==> src/rtl/reorder_buffer.sv <==
// In-order retirement buffer: tag allocation, result capture from two broadcast ports, dependency lookup.
// Flags/queries combinational; one registered commit per cycle; rdy_in low stalls all state, full refuses issue.
`ifndef ROB_WIDTH_BIT
`define ROB_WIDTH_BIT 3
`endif

module reorder_buffer #(
    parameter int ROB_SIZE_BIT = `ROB_WIDTH_BIT
) (
    input  logic                    clk_in,
    input  logic                    rst_in,
    input  logic                    rdy_in,
    input  logic                    issue_valid,
    input  logic [4:0]              issue_rd,
    output logic [ROB_SIZE_BIT-1:0] issue_rob_id,
    output logic                    full,
    output logic                    empty,
    input  logic                    rs_ready,
    input  logic [ROB_SIZE_BIT-1:0] rs_rob_id,
    input  logic [31:0]             rs_value,
    input  logic                    lsb_ready,
    input  logic [ROB_SIZE_BIT-1:0] lsb_rob_id,
    input  logic [31:0]             lsb_value,
    input  logic [ROB_SIZE_BIT-1:0] q1_id,
    input  logic [ROB_SIZE_BIT-1:0] q2_id,
    output logic                    q1_ready,
    output logic [31:0]             q1_value,
    output logic                    q2_ready,
    output logic [31:0]             q2_value,
    output logic                    commit_valid,
    output logic [4:0]              commit_rd,
    output logic [31:0]             commit_value,
    output logic [ROB_SIZE_BIT-1:0] commit_rob_id
);
    localparam int ENTRIES = 1 << ROB_SIZE_BIT;

    logic [ENTRIES-1:0]      busy;
    logic [ENTRIES-1:0]      done;
    logic [4:0]              rd_q    [ENTRIES];
    logic [31:0]             value_q [ENTRIES];
    logic [ROB_SIZE_BIT-1:0] head;
    logic [ROB_SIZE_BIT-1:0] tail;
    logic [ROB_SIZE_BIT:0]   count;

    logic alloc;
    logic retire;

    // count never exceeds ENTRIES, so its MSB alone marks the full state
    assign full         = count[ROB_SIZE_BIT];
    assign empty        = (count == '0);
    assign issue_rob_id = tail;
    assign alloc        = rdy_in && issue_valid && !full;
    assign retire       = rdy_in && busy[head] && done[head];

    // Stored results win over live broadcasts; lsb outranks rs when both carry the tag.
    function automatic logic [32:0] lookup(input logic [ROB_SIZE_BIT-1:0] id);
        if (done[id] || !busy[id])
            return {1'b1, value_q[id]};
        else if (lsb_ready && lsb_rob_id == id)
            return {1'b1, lsb_value};
        else if (rs_ready && rs_rob_id == id)
            return {1'b1, rs_value};
        else
            return 33'd0;
    endfunction

    assign {q1_ready, q1_value} = lookup(q1_id);
    assign {q2_ready, q2_value} = lookup(q2_id);

    always_ff @(posedge clk_in or posedge rst_in) begin
        if (rst_in) begin
            busy          <= '0;
            done          <= '0;
            head          <= '0;
            tail          <= '0;
            count         <= '0;
            commit_valid  <= 1'b0;
            commit_rd     <= '0;
            commit_value  <= '0;
            commit_rob_id <= '0;
            for (int i = 0; i < ENTRIES; i++) begin
                rd_q[i]    <= '0;
                value_q[i] <= '0;
            end
        end else begin
            commit_valid <= 1'b0;
            if (rdy_in) begin
                if (alloc) begin
                    busy[tail] <= 1'b1;
                    done[tail] <= 1'b0;
                    rd_q[tail] <= issue_rd;
                    tail       <= tail + ROB_SIZE_BIT'(1);
                end
                if (rs_ready && busy[rs_rob_id] && !done[rs_rob_id]) begin
                    done[rs_rob_id]    <= 1'b1;
                    value_q[rs_rob_id] <= rs_value;
                end
                // later assignment lets lsb override rs on a shared tag
                if (lsb_ready && busy[lsb_rob_id] && !done[lsb_rob_id]) begin
                    done[lsb_rob_id]    <= 1'b1;
                    value_q[lsb_rob_id] <= lsb_value;
                end
                if (retire) begin
                    commit_valid  <= 1'b1;
                    commit_rd     <= rd_q[head];
                    commit_value  <= value_q[head];
                    commit_rob_id <= head;
                    busy[head]    <= 1'b0;
                    head          <= head + ROB_SIZE_BIT'(1);
                end
                if (alloc && !retire)
                    count <= count + (ROB_SIZE_BIT + 1)'(1);
                else if (retire && !alloc)
                    count <= count - (ROB_SIZE_BIT + 1)'(1);
            end
        end
    end

`ifndef SYNTHESIS
    always @(posedge clk_in) begin
        if (!rst_in && rdy_in && issue_valid && full) begin
            $error("reorder_buffer: allocation requested while full");
            $finish;
        end
    end
`endif

endmodule

==> config.mk <==
export PLATFORM = sky130hd
export DESIGN_NAME = reorder_buffer
export DESIGN_NICKNAME = d
export VERILOG_FILES = /design/src/rtl/reorder_buffer.sv
export SDC_FILE = /design/constraint.sdc
export NUM_CORES = 1
export LEC_CHECK = 0
export BUFFER_PORTS_ARGS = -buffer_cell sky130_fd_sc_hd__buf_2
export CAP_MARGIN = 20
export CORE_UTILIZATION = 45
export DETAILED_ROUTE_END_ITERATION = 10
export PLACE_DENSITY = 0.67
export SETUP_SLACK_MARGIN = 0.2
export SYNTH_ARGS = -nofsm -noshare
export SYNTH_HDL_FRONTEND = slang
export SYNTH_SLANG_ARGS = --single-unit
==> constraint.sdc <==
create_clock -name clk_in -period 13.35 [get_ports clk_in]
set_input_delay 2.0025 -clock clk_in [delete_from_list [all_inputs] [get_ports clk_in]]
set_output_delay 2.0025 -clock clk_in [all_outputs]
set_load 0.05 [all_outputs]
==> results of run 1 <==
==> registers in the layout, indices dropped and copies added (netlist names) <==
name           count
busy               8
commit_rd          5
commit_rob_id      3
commit_valid       1
commit_value      32
count              4
done               8
head               3
issue_rob_id       3
rd_q              40
value_q          256
==> kinds of logic after synthesis <==
family	share of synthesized area, %
AO/OA/AOI/OAI	18.34
buffers and inverters	5.758
multiplexers	24.95
AND/OR/NAND/NOR	11.08
adder cells (fa/ha/maj)	0.3529
XOR/XNOR	0.7110
flip-flops	38.81
==> synthesized netlist by cell type, drive strengths merged (8+ instances only) <==
| library cell | instances | share of area (%) |
|---|---|---|
| inv | 19 | 0.30 |
| nor2b | 12 | 0.32 |
| a41oi | 37 | 1.4 |
| o221a | 64 | 3.1 |
| nand3 | 8 | 0.17 |
| nor2 | 226 | 3.6 |
| nand2b | 37 | 1.0 |
| nand2 | 180 | 2.9 |
| o21ai | 38 | 0.81 |
| or2 | 33 | 0.88 |
| mux4 | 209 | 20 |
| o22ai | 97 | 2.6 |
| a21oi | 140 | 3.1 |
| mux2i | 68 | 2.9 |
| mux2 | 40 | 1.9 |
| buf | 130 | 3.2 |
| and3 | 13 | 0.37 |
| dfrtp | 363 | 39 |
| a221o | 65 | 2.8 |
| clkbuf | 143 | 2.3 |
| xnor2 | 18 | 0.67 |
| a22oi | 34 | 1.1 |
| a221oi | 64 | 2.4 |
==> metal layers <==
layer	GRT usage [%]	up-vias	wire [um]
li1	-	8229	-
met1	43.76	10340	32910
met2	49.17	1512	38990
met3	8.867	280	10530
met4	15.29	8	4029
met5	0	-	54
==> metrics by stage <==
stage / worst slack (ns) / instances / cell area (um2) / hold slack (ns)
floorplan: 1.272 / 2115 / 23400 / 0.4410
global placement: 5.479 / 2760 / 24410 / 0.4562
detailed placement: 5.338 / 2761 / 24430 / 0.4621
CTS: 5.301 / 2838 / 25870 / 0.4810
global route: 5.588 / 2844 / 25990 / 0.5027
finish: 5.821 / 2848 / 26000 / 0.4812
==> final cells by class <==
class                           count  share of cell area (%)
Tap cell                          680                   3.272
Clock inverter                     14                  0.6833
Multi-Input combinational cell   1460                   50.29
Antenna cell                        5                 0.04812
Inverter                           19                  0.3032
Timing Repair Buffer              244                   5.606
Clock buffer                       63                   4.822
Sequential cell                   363                   34.97
==> worst max-delay path, cell delays in order <==
cell,delay (ns)
sky130_fd_sc_hd__buf_4,0.52
sky130_fd_sc_hd__buf_4,0.77
sky130_fd_sc_hd__mux4_2,0.63
sky130_fd_sc_hd__mux2i_4,0.52
sky130_fd_sc_hd__buf_4,0.48
sky130_fd_sc_hd__a221oi_1,0.10
sky130_fd_sc_hd__a21oi_1,0.17
sky130_fd_sc_hd__buf_2,0.28
==> cell usage in the layout (no fill, tap or decap), drive strengths merged, types with 4 or more instances in the layout <==
master    n
dfrtp   363
buf     244
nor2    226
mux4    209
nand2   180
a21oi   140
o22ai    97
mux2i    68
a221o    65
a221oi   64
o221a    64
clkbuf   63
mux2     40
o21ai    38
a41oi    37
nand2b   37
a22oi    34
or2      33
inv      19
xnor2    18
and3     13
nor2b    12
nand3     8
clkinv    7
and4      6
a21o      6
nor3      6
diode     5
ha        5
nand3b    5
a31oi     5
bufinv    4
==> path summary, 6_finish.rpt <==
check | to | slack (ns) | cells after the start
max in group asynchronous | head[2] | 10.16 | 3
min in group asynchronous | value_q[29] | 1.57 | 2
worst max register to register | count[3] | 9.18 | 11
worst min register to register | rd_q[29] | 0.48 | 2
worst min-delay path | rd_q[29] | 0.48 | 2
worst max-delay path | q2_value[31] | 5.82 | 8
==> power by group through the flow <==
stage / logic, uW / clock network (uW) / registers (uW)
floorplan: 2370 / 0 / 2140
global placement: 3180 / 0 / 2080
detailed placement: 3230 / 0 / 2130
CTS: 3240 / 1230 / 2120
global route: 3470 / 1270 / 2200
finish: 3280 / 1210 / 2150
==> results.txt, run 1 <==
----------------------------------------------------
[Die]
  Starting utilization of the core area ... 45.62%
  Die width ... 230.1 um
  Number of core rows ... 83
  Number of placed I/O pins ... 199
  Die Span Y ... 230.1 um
  Die Footprint ... 0.05293 mm2
  Placeable core area ... 0.05130 mm2

[Min path]
  Start point of the worst min-delay path ... rd_q[29]
  Worst hold path class ... register to register

[Routing]
  First-pass DRT Iterations ... 5
  DRT iter0 DRCs ... 2862
  Vias after detailed routing ... 20370
  Antenna-violating nets left ... 0
  Final routed DRC violation total ... 0
  Via density per instance ... 7.151
  Final routed wirelength across all metal layers ... 86.51 mm
  Final routed wire length divided by cell count ... 30.38 um

[Worst setup path]
  Worst-path fanout max ... 37
  Critical register-to-register path startpoint ... head[0]
  CP Class ... input port to output pin
  Worst endpoint data arrival time ... 5.53 ns
  CP Launch Type ... input port
  Worst setup startpoint ... q2_id[0]
  Worst path required time ... 11.35 ns
  Crit. End Element ... output pin

[CTS]
  Number of hold buffers added after cts ... 0
  Count of instances resized after the clock tree is built ... 0
  CTS HTree Levels ... 2
  TritonCTS clock tree ... yes
  Buffer type at the clock tree root ... sky130_fd_sc_hd__clkbuf_16
  Number of clock sinks seen by CTS ... 363
  Clock transition at the registers of the reported paths ... 0.06 ns
  Worst-Skew Late Latency ... 0.57 ns
  Maximum root-to-sink buffer count ... 3
  Inserted Clock Buffers ... 43
  Number of setup buffers added after CTS ... 0

[Synth]
  Avg Synthesized Cell Area ... 11.07 um2
  Number of instances in the synthesized netlist ... 2115
  Number of synthesized register bits ... 363
  Share of async-settable or async-resettable flops after synthesis ... 100.0%
  Fraction of the yosys area taken by sequential cells ... 38.81%
  Number of distinct standard cells referenced by the synthesized netlist ... 80
  Ys Warns ... 0
  Combined area of all synthesized cells ... 0.02340 mm2
  Dominant synthesized flop cell ... sky130_fd_sc_hd__dfrtp_1
  Post-synth net total ... 2208
  Number of synthesized flops with an enable pin ... 0

[GRT]
  Antenna violations before repair ... 10
  Largest net degree at the start of global routing ... 172
  All-Layer GR Usage ... 32.62%
  Global-route wire length before repair ... 130.0 mm
  Vias in the first global route ... 20300
  Congestion Overflow GR ... 0

[Power]
  Combinational cell fraction of total power ... 49.4%
  Leakage ... 0.01049 uW
  Maximum VDD drop ... 0.0001823 V
  Switch Pwr ... 2995 uW
  Relative contribution of the clock network to total power ... 18.3%
  Pint ... 3645 uW
  Sw Share ... 45.11%
  Post-layout total power ... 6640 uW
  Share of total power in sequential cells ... 32.3%
  Power per unit of standard cell area ... 255.4 mW/mm2

[Timing]
  Upper clock frequency limit ... 132.8 MHz
  Total of endpoints with negative setup slack in the final report ... 0
  Clk_skew ... 0.02358 ns
  RSZ-0062 raised after global routing ... false
  Rel. slew slack ... 20.46%
  Total negative slack ... 0 ns
  Number of hold-slack violations in the final timing report ... 0
  Minimum clock period after layout ... 7.529 ns
  Pins Over Slew Limit ... 0
  Least-Margin Pin Slew ... 1.193 ns
  Period Utilization, post-route ... 56.40%

[Finish]
  Synthesis-to-layout area growth ... 11.09%
  Seq. cell area ... 0.009092 mm2
  Post-layout util ... 50.68%
  Area taken by multi-input logic gates ... 0.01308 mm2
  Count of filler cells inserted in the layout ... 4548
  Final Net Count ... 2224
  Proportion of layout cells with a drive suffix above 1 ... 31.35%

[Placement]
  Routability-driven placement congestion ratio ... 0.9139
  Post-DP HPWL ... 50.24 mm
  Count of buffers from port buffering ... 198

[Status]
  Result of the run ... complete, no violations

[Run]
  Number of max-cap violations ... 0

----------------------------------------------------
No activity file was read; power rests on OpenSTA's default activity.
==> inputs of run 2 (changes only) <==
==> constraint.sdc (replaced) <==
create_clock -name clk_in -period 7.4 [get_ports clk_in]
set_input_delay 1.11 -clock clk_in [delete_from_list [all_inputs] [get_ports clk_in]]
set_output_delay 1.11 -clock clk_in [all_outputs]
set_load 0.05 [all_outputs]
==> run 2 against run 1 <==
- setup slack worse by 3.6 ns
- via count decreased by 1.1%
- count of clock-buffer cells in the layout down 3
==> results.txt, run 2 (synthesis results as in run 1) <==
----------------------------------------------------
[Status]
  Result of the run ... complete, no violations

[GRT]
  Vias in the first global route ... 20350 (+0.23%)
  Antenna violations before repair ... 10 (unchanged)
  All-Layer GR Usage ... 32.43% (-0.18 points)
  Largest net degree at the start of global routing ... 167 (-2.9%)
  Congestion Overflow GR ... 0 (unchanged)
  Global-route wire length before repair ... 129.4 mm (-0.50%)

[CTS]
  Buffer type at the clock tree root ... sky130_fd_sc_hd__clkbuf_16
  Number of hold buffers added after cts ... 0 (unchanged)
  Count of instances resized after the clock tree is built ... 0 (unchanged)
  Inserted Clock Buffers ... 41 (-4.7%)
  Number of setup buffers added after CTS ... 0 (unchanged)
  TritonCTS clock tree ... yes
  Maximum root-to-sink buffer count ... 3 (unchanged)
  Clock transition at the registers of the reported paths ... 0.06 ns (about the same)
  CTS HTree Levels ... 2 (unchanged)
  Number of clock sinks seen by CTS ... 363 (unchanged)
  Worst-Skew Late Latency ... 0.58 ns (about the same)

[Timing]
  Total negative slack ... 0 ns (unchanged)
  Upper clock frequency limit ... 194.2 MHz
  Period Utilization, post-route ... 69.57%
  Clk_skew ... 0.02344 ns (-0.0001416 ns)
  Rel. slew slack ... 23.49% (+3.0 points)
  Number of hold-slack violations in the final timing report ... 0 (unchanged)
  Minimum clock period after layout ... 5.148 ns
  Least-Margin Pin Slew ... 1.148 ns (-0.04549 ns)
  RSZ-0062 raised after global routing ... false
  Pins Over Slew Limit ... 0 (unchanged)
  Total of endpoints with negative setup slack in the final report ... 0 (unchanged)

[Finish]
  Final Net Count ... 2222 (-0.090%)
  Most frequent standard cell in the layout excluding fill and tap cells ... sky130_fd_sc_hd__dfrtp_1
  Flip-flop count of the largest register after layout ... 256 (unchanged)
  Register containing the most flip-flops in the final layout ... value_q
  Largest registers ... value_q x256, rd_q x40, commit_value x32
  Highest-count cells in the layout ignoring fill and taps ... 360 x sky130_fd_sc_hd__dfrtp_1, 225 x sky130_fd_sc_hd__nor2_1, 209 x sky130_fd_sc_hd__mux4_2
  Count of placed standard cells in the final layout, fillers left out ... 2845 (-0.11%)
  Synthesis-to-layout area growth ... 10.39%
  Proportion of layout cells with a drive suffix above 1 ... 31.45% (+0.10 points)

[Worst setup path]
  Terminus of the critical flop-to-flop path ... count[3]
  Reg2reg path depth ... 12 (+1)
  Worst endpoint data arrival time ... 4.04 ns (-1.49 ns)
  Worst path required time ... 6.29 ns (-5.06 ns)
  CP Class ... input port to output pin
  Worst setup startpoint ... q1_id[0]
  CP Launch Type ... input port
  Crit. End Element ... output pin
  Worst setup slack for register-to-register paths ... 3.60 ns (-5.58 ns)
  Worst-path fanout max ... 39 (+5.4%)
  Critical register-to-register path startpoint ... head[2]

[Power]
  Maximum VDD drop ... 0.0002250 V (+23%)
  Leakage ... 0.01043 uW (-0.56%)
  Power per unit of standard cell area ... 457.4 mW/mm2 (+79%)

[Die]
  Die Footprint ... 0.05293 mm2 (unchanged)
  Starting utilization of the core area ... 45.62% (unchanged)
  Number of core rows ... 83 (unchanged)
  Placeable core area ... 0.05130 mm2 (unchanged)
  Die width ... 230.1 um (unchanged)
  Number of placed I/O pins ... 199 (unchanged)
  Die Span Y ... 230.1 um (unchanged)

[Min path]
  Start point of the worst min-delay path ... rd_q[28]
  Worst hold path class ... register to register
  Endpoint with the worst hold slack ... rd_q[28]
  Worst Hold Path Cells ... 2 (unchanged)

[Placement]
  Post-Place Cells ... 2766 (+0.18%)
  Post-DP HPWL ... 50.86 mm (+1.2%)
  Routability-driven placement congestion ratio ... 0.9032 (-1.2%)
  Count of buffers from port buffering ... 198 (unchanged)

[Routing]
  Antenna-violating nets left ... 0 (unchanged)
  Final routed wire length divided by cell count ... 30.02 um (-1.2%)
  DRT iter0 DRCs ... 2932 (+2.4%)
  Final routed DRC violation total ... 0 (unchanged)
  First-pass DRT Iterations ... 8 (+3)
  Vias after detailed routing ... 20130 (-1.1%)
  Via density per instance ... 7.077 (-1.0%)
  Final routed wirelength across all metal layers ... 85.41 mm (-1.3%)

[Run]
  Number of max-cap violations ... 0 (unchanged)

----------------------------------------------------
==> run 2: stage by stage <==
stage               instance area, um2  hold WS [ns]  util (%)  power (uW)  setup WS (ns)
finish                           25840        0.4869     50.36       11820          2.252
global route                     25830        0.5175     50.35       12370          1.946
CTS                              25820        0.4862     50.33       11760          2.212
detailed placement               24480        0.4632     47.72        9679          2.223
global placement                 24470        0.4568     47.69        9498          2.316
floorplan                        23410        0.4410         -        8144          1.422
==> run 2: critical path, stage by stage <==
cell and delay, ns:
sky130_fd_sc_hd__buf_4 0.50, sky130_fd_sc_hd__buf_4 0.77, sky130_fd_sc_hd__mux4_2 0.44, sky130_fd_sc_hd__mux2i_4 0.17, sky130_fd_sc_hd__buf_4 0.40, sky130_fd_sc_hd__a221oi_1 0.10, sky130_fd_sc_hd__a21oi_1 0.19, sky130_fd_sc_hd__buf_2 0.29
==> run 2: cell type report <==
cell class                      count  area [um2]
Antenna cell                        6       15.01
Clock buffer                       60        1240
Clock inverter                     13       100.1
Fill cell                        4605       25470
Inverter                           19       75.07
Multi-Input combinational cell   1460       13080
Sequential cell                   363        9092
Tap cell                          680       850.8
Timing Repair Buffer              244        1386
==> run 2: power by group <==
| part | total [uW] | internal, uW | switching, uW |
|---|---|---|---|
| Combinational | 5860 | 2380 | 3480 |
| Clock | 2070 | 1200 | 877 |
| Sequential | 3880 | 2870 | 1010 |
==> run 2: worst max-delay path by stage <==
stage	endpoint	cells after the start
after floorplan	busy[0]	1
final	q1_value[17]	8
after detailed placement	q1_value[17]	8
after CTS	q1_value[17]	8
after global placement	q1_value[17]	8
after global routing	q1_value[17]	8
==> run 2: layer usage <==
layer  part of all wire, %  up-vias  GRT usage, %
met5                 0.048        -             0
met2                    46     1531         48.83
met3                    12      240         9.177
met1                    38    10150         43.43
li1                      -     8200             -
met4                   4.0        8         14.90
